## src/rtl/mem_port_arbiter.sv

```systemverilog
// ---------------------------------------------------------------------------
// mem_port_arbiter
//
// Shares one 32-bit memory port between instruction fetch (port 0) and data
// access (port 1). A request is granted in IDLE, the grant is held for the
// whole memory transaction, and the winner gets the read data plus a
// one-cycle done pulse one cycle after mem_ack. Address and write data reach
// the memory through mux2x1, so the memory only ever sees the granted port.
//
// Build option:
//   ARB_ROUND_ROBIN_EN  defined   -> a tie goes to ~last_grant (alternates)
//                       undefined -> fixed priority, data port wins every tie
//
// Ports:
//   clk, rst            clock (rising edge), synchronous active-high reset
//   req0, addr0, done0  fetch requester: request, address, completion pulse
//   req1, we1, addr1,
//   wdata1, done1       data requester: request, write enable, address,
//                       write value, completion pulse
//   rdata               read data, valid in a done0/done1 cycle
//   mem_req, mem_we,
//   mem_addr, mem_wdata memory request side
//   mem_ack, mem_rdata  memory completion pulse and read data
//   sel                 granted port (0 = fetch, 1 = data)
//   busy                transaction in flight
// ---------------------------------------------------------------------------

// Fixed 32-bit two-input multiplexer: y = sel ? in1 : in0.
module mux2x1 (
    input  logic [31:0] in0,
    input  logic [31:0] in1,
    input  logic        sel,
    output logic [31:0] y
);
    assign y = sel ? in1 : in0;
endmodule

// State table:
//   state | meaning
//   IDLE  | no transaction; arbitrate req0/req1, register the winner in sel
//   BUSY  | mem_req held for the granted port until mem_ack
module mem_port_arbiter #(
    parameter int AW = 32,  // must be 32: mux2x1 is fixed width
    parameter int DW = 32   // must be 32: mux2x1 is fixed width
) (
    input  logic          clk,
    input  logic          rst,
    input  logic          req0,
    input  logic [AW-1:0] addr0,
    output logic          done0,
    input  logic          req1,
    input  logic          we1,
    input  logic [AW-1:0] addr1,
    input  logic [DW-1:0] wdata1,
    output logic          done1,
    output logic [DW-1:0] rdata,
    output logic          mem_req,
    output logic          mem_we,
    output logic [AW-1:0] mem_addr,
    output logic [DW-1:0] mem_wdata,
    input  logic          mem_ack,
    input  logic [DW-1:0] mem_rdata,
    output logic          sel,
    output logic          busy
);

    typedef enum logic {
        IDLE = 1'b0,
        BUSY = 1'b1
    } state_t;

    state_t        state_q, state_d;
    logic          sel_q, sel_d;
    logic          last_grant_q, last_grant_d;
    logic          done0_q, done0_d;
    logic          done1_q, done1_d;
    logic [DW-1:0] rdata_q, rdata_d;
    logic          tie_pick;
    logic          winner;
    logic          in_busy;

    // Who wins when both ports request in the same IDLE cycle.
`ifdef ARB_ROUND_ROBIN_EN
    assign tie_pick = ~last_grant_q;
`else
    // Data port always wins; last_grant is still tracked so both builds
    // carry the same state, it just has no influence here.
    assign tie_pick = last_grant_q | 1'b1;
`endif

    assign winner = (req0 & req1) ? tie_pick : req1;

    always_comb begin
        state_d      = state_q;
        sel_d        = sel_q;
        last_grant_d = last_grant_q;
        done0_d      = 1'b0;
        done1_d      = 1'b0;
        rdata_d      = rdata_q;
        case (state_q)
            IDLE: begin
                // mem_ack here is stray and ignored.
                if (req0 | req1) begin
                    sel_d   = winner;
                    state_d = BUSY;
                end
            end
            BUSY: begin
                // A dropped request does not abort; we wait for mem_ack.
                if (mem_ack) begin
                    rdata_d      = mem_rdata;
                    done0_d      = ~sel_q;
                    done1_d      = sel_q;
                    last_grant_d = sel_q;
                    state_d      = IDLE;
                end
            end
        endcase
    end

    always_ff @(posedge clk) begin
        if (rst) begin
            state_q      <= IDLE;
            sel_q        <= 1'b0;
            last_grant_q <= 1'b1;
            done0_q      <= 1'b0;
            done1_q      <= 1'b0;
            rdata_q      <= '0;
        end else begin
            state_q      <= state_d;
            sel_q        <= sel_d;
            last_grant_q <= last_grant_d;
            done0_q      <= done0_d;
            done1_q      <= done1_d;
            rdata_q      <= rdata_d;
        end
    end

    assign in_busy = (state_q == BUSY);
    assign mem_req = in_busy;
    assign busy    = in_busy;
    assign mem_we  = in_busy & sel_q & we1;
    assign sel     = sel_q;
    assign done0   = done0_q;
    assign done1   = done1_q;
    assign rdata   = rdata_q;

    mux2x1 u_addr_mux (
        .in0 (addr0),
        .in1 (addr1),
        .sel (sel_q),
        .y   (mem_addr)
    );

    // Fetch never writes, so port 0 contributes zero write data.
    mux2x1 u_wdata_mux (
        .in0 ('0),
        .in1 (wdata1),
        .sel (sel_q),
        .y   (mem_wdata)
    );

endmodule

```

## config.mk

```make
export PLATFORM = sky130hd
export DESIGN_NAME = mem_port_arbiter
export DESIGN_NICKNAME = d
export VERILOG_FILES = /design/src/rtl/mem_port_arbiter.sv
export SDC_FILE = /design/constraint.sdc
export NUM_CORES = 1
export LEC_CHECK = 0
export ABC_AREA = 1
export CORE_ASPECT_RATIO = 1.75
export CORE_MARGIN = 2
export CORE_UTILIZATION = 25
export CTS_CLUSTER_SIZE = 30
export DETAILED_ROUTE_END_ITERATION = 10
export PLACE_DENSITY_LB_ADDON = 0.2
export SLEW_MARGIN = 20
export SYNTH_ARGS = -nofsm -noshare
export SYNTH_HDL_FRONTEND = slang
export SYNTH_SLANG_ARGS = --single-unit
```

## constraint.sdc

```tcl
create_clock -name clk -period 1.4 [get_ports clk]
set_input_delay 0.42 -clock clk [delete_from_list [all_inputs] [get_ports clk]]
set_output_delay 0.42 -clock clk [all_outputs]
set_load 0.03 [all_outputs]
```

**Word level (Yosys, flattened, before mapping)**

Index checks and enable logic that the tools add are counted.

- Register bits after elaboration: 36
- Input port bits: 134
- Output and inout port bits: 102
- Word-level logic and storage cells: 21

- Muxes and demuxes: 6
- Bitwise gates (word level): 7
- Reductions and logical operators: 3

Operator list:

| operator | count |
|---|---|
| $mux W32 | 2 |
| $reduce_and A2 Y1 | 2 |
| $and A1 B1 Y1 | 3 |
| $mux W1 | 3 |
| $not A1 Y1 | 3 |
| $reduce_or A3 Y1 | 1 |
| $pmux W1 S2 | 1 |
| $or A1 B1 Y1 | 1 |

**Depth between registers and ports, before layout**

- Depth in word-level cells: 3
- Mapped depth: 5
- Gate-level depth less buffers: 4

**Hierarchy**

From an unflattened synthesis, not the netlist that was laid out.

- Cells, all modules: 368
- Area, all modules: 2304.7 um^2

Modules (own cells, without submodules):

| module | instances | cells each | area an instance (um^2) |
|---|---|---|---|
| mem_port_arbiter | 1 | 160 | 1321.3 |
| mux2x1 | 2 | 104 | 491.7 |

**Worst setup path before layout**

OpenSTA, ideal clock, no wires.

- Path kind: register -> output
- From: register sel_q (netlist: sel)
- To: output port mem_we
- Data arrival time: 1280 ps
- Slack: -300 ps
- Cell stages (with the launch flop): 5
- Buffers on the path: 2
- Path through: dfxtp_1 -> buf_2 -> buf_4 -> nand2_1 -> nor2_1

- Cells in the longest elaborated chain, start to end: 2

RTL lines:

| element | line | source |
|---|---|---|
| start, declared | 73 | `logic sel_q, sel_d;` |
| start signal, assigned | 131 | `sel_q <= sel_d;` |
| $and A1 B1 Y1 (2 in a row) | 142 | `assign mem_we = in_busy & sel_q & we1;` |
| end, declared | 58 | `output logic mem_we,` |

Every way passes these cells.

**Worst setup path after layout**

- From: register sel_q (netlist: sel)
- To: output port mem_addr[8]

- Cells in the longest elaborated chain, start to end: 1

RTL lines:

| element | line | source |
|---|---|---|
| $mux W32 | 35 | `assign y = sel ? in1 : in0;` |
| end, declared | 59 | `output logic [AW-1:0] mem_addr,` |

Every way passes these cells.

==> results.cfg <==
[status]
status = finished with violations
violations = setup timing

[die]
start_util = 0.258
rows = 42
fp.dieW_um = 71.1
dieArea_sq_um = 8630
io_pins = 236
die_h_um = 121
core_sq_um = 7620

[power_and_ir_drop]
power.leakage_nw = 2.46
vdd_ir_drop_max_mv = 1.11
powerDensity_nw_per_um2 = 822

[final_layout]
n_antenna_cell = 0
finalNetCount = 700
layout.cells.most_common_list = nand2_1 (144), clkdlybuf4s50_1 (129), buf_6 (60)
final_common_cell = nand2_1
fin_util = 0.626
finalInstanceArea_sq_um = 4770
area_delta_synth_final_pct = 143
drive_gt1_frac = 0.381

[global_route]
overflow = 0
grt_max_degree = 42
grt_first_pass_wirelength_mm = 13.5
antenna_found_initial = 0
grt_pass1_vias = 2697
grt_use_total = 0.202

[sta]
min_period_over_period = 1.16
finalHoldViolCount = 0
tightestPinTransition_ns = 0.199
setup_ws_ns = -0.220
skew_ns = 0.00193
max_slew_margin = 0.867
setup-tns-final_ns = -11.75
rsz0062_at_grt = yes
max_freq_mhz = 617
maxSlewViolCount = 0
finalCriticalPeriod_ns = 1.62
setup_viol = 65

[placement]
hpwl_mm = 7.41
numPortBuffers = 235
place_congestion = 0.954
placed_area_sq_um = 4290

[drt]
drt-wirelength-per-cell_um = 14.4
drtIter0Drc = 64
drc = 0
vias = 2860
drt_pass1_iterations = 4
vias_per_cell = 4.37
detail-route-antenna-nets = 0
wirelength_mm = 9.46

[worst_setup_path]
start_kind = register
cpMaxStageDelayCell = dfxtp_4
endpoint_kind = output pin
required_ns = 0.98
path_cells = inv_4 > clkbuf_16 > nand2_1 > nand2_2 > buf_6
critPathTopFamily = flip-flops
critPathKind = reg -> out
cp_max_fo = 16
cp_data_arrival_time_ns = 1.20
cpPeakStageDelay_ns = 0.42
crit_buf_inv = 3

[min_path]
hold_path_class = reg -> reg

[yosys]
synth_fp_nets = 464
netlist_instances = 330
synth_cell_types = 13
syn_avg_cell_area_sq_um = 5.96
synth_area_sq_um = 1970
synth-seq-area-share = 0.366
ys_warn_count = 0
ys_seq_elements = 36

[clock_tree]
ctsHoldBuffers = 0
cts_made_buffers = 5
cts_tree = yes
cts-root-buf = clkbuf_16
clk_latency_ns = 0.28
cts.path.max_buffers = 2
clock-sinks = 36
clkTransAtPathRegs_ns = 0.05
htreeDepth = 2

[job]
max-cap-violations = 0
==> path summary, 6_finish.rpt <==
| path | start | depth (start not counted) | slack (ns) | endpoint |
|---|---|---|---|---|
| worst max register to register | busy | 6 | 0.33 | rdata[28] |
| worst min register to register | rdata[7] | 2 | 0.47 | rdata[7] |
| worst min-delay path | rdata[7] | 2 | 0.47 | rdata[7] |
| worst max-delay path | sel | 5 | -0.22 | mem_addr[8] |
==> cells by family after synthesis <==
family                 Yosys count  share of synthesized area
AOI/OAI and AO/OA                2                    0.00509
buffers and inverters           57                      0.142
and+or+nand+nor                235                      0.486
DFF                             36                      0.366
==> area by class of cell <==
type                    instances  area, sq um
flip-flops and latches         36          724
repair buffers                250         2560
well taps                      88          110
clock buffers                   7          154
clock inverters                 1         5.00
multi-input cells             237         1080
inverters                      36          138
fillers                       691         2850
==> metal layers <==
metal	track usage	vias to the layer above	routed length, um
li1	-	1442	-
met1	0.216	1248	3380
met2	0.359	155	4910
met3	0.0698	15	907
met4	0.0802	0	265
met5	0	-	0
==> flip-flops by register name, indices dropped and copies added (netlist names) <==
signal  flops
busy        1
done0       1
done1       1
rdata      32
sel         1
==> per-stage QoR <==
stage	cells	total power, mW	setup WS, ns	hold slack [ns]
final	655	3.92	-0.220	0.468
after global routing	655	4.09	-0.254	0.484
after CTS	652	3.90	-0.234	0.472
after detailed placement	644	2.62	-0.224	0.462
after global placement	644	2.61	-0.222	0.456
after floorplan	330	1.84	-0.00835	0.479
==> power by group <==
part	internal (mW)	leakage, nW	total [mW]	switching (mW)
Sequential	1.08	0.294	1.11	0.0327
Combinational	0.815	2.08	1.64	0.824
Clock	0.764	0.0790	1.17	0.410
Total	2.65	2.46	3.92	1.27
==> synthesized netlist by cell type <==
master | number | share of area
a21oi_1 | 2 | 0.0051
inv_1 | 4 | 0.0076
buf_6 | 2 | 0.011
buf_4 | 5 | 0.019
nor2_1 | 4 | 0.0076
nand2_2 | 11 | 0.035
inv_2 | 32 | 0.061
buf_2 | 13 | 0.033
nand2_1 | 187 | 0.36
dfxtp_1 | 36 | 0.37
buf_12 | 1 | 0.010
nor2_4 | 1 | 0.0057
nand3_1 | 32 | 0.081
==> repair_timing <==
action	4_1_cts	5_1_grt
setup buffers	0	1
setup endpoints to repair	65	65
endpoints found under the hold margin	0	0
resized for setup	60	25
gates cloned	0	2
pin swaps	3	0
==> worst register-to-register path, cell delays in order, from the launching register on <==
cell and delay, ns:
dfxtp_1 0.32, buf_4 0.12, nand2_2 0.09, nor2_4 0.13, buf_12 0.20, nand2_1 0.09, nand2_1 0.06
Power figures use the tool's default switching activity.
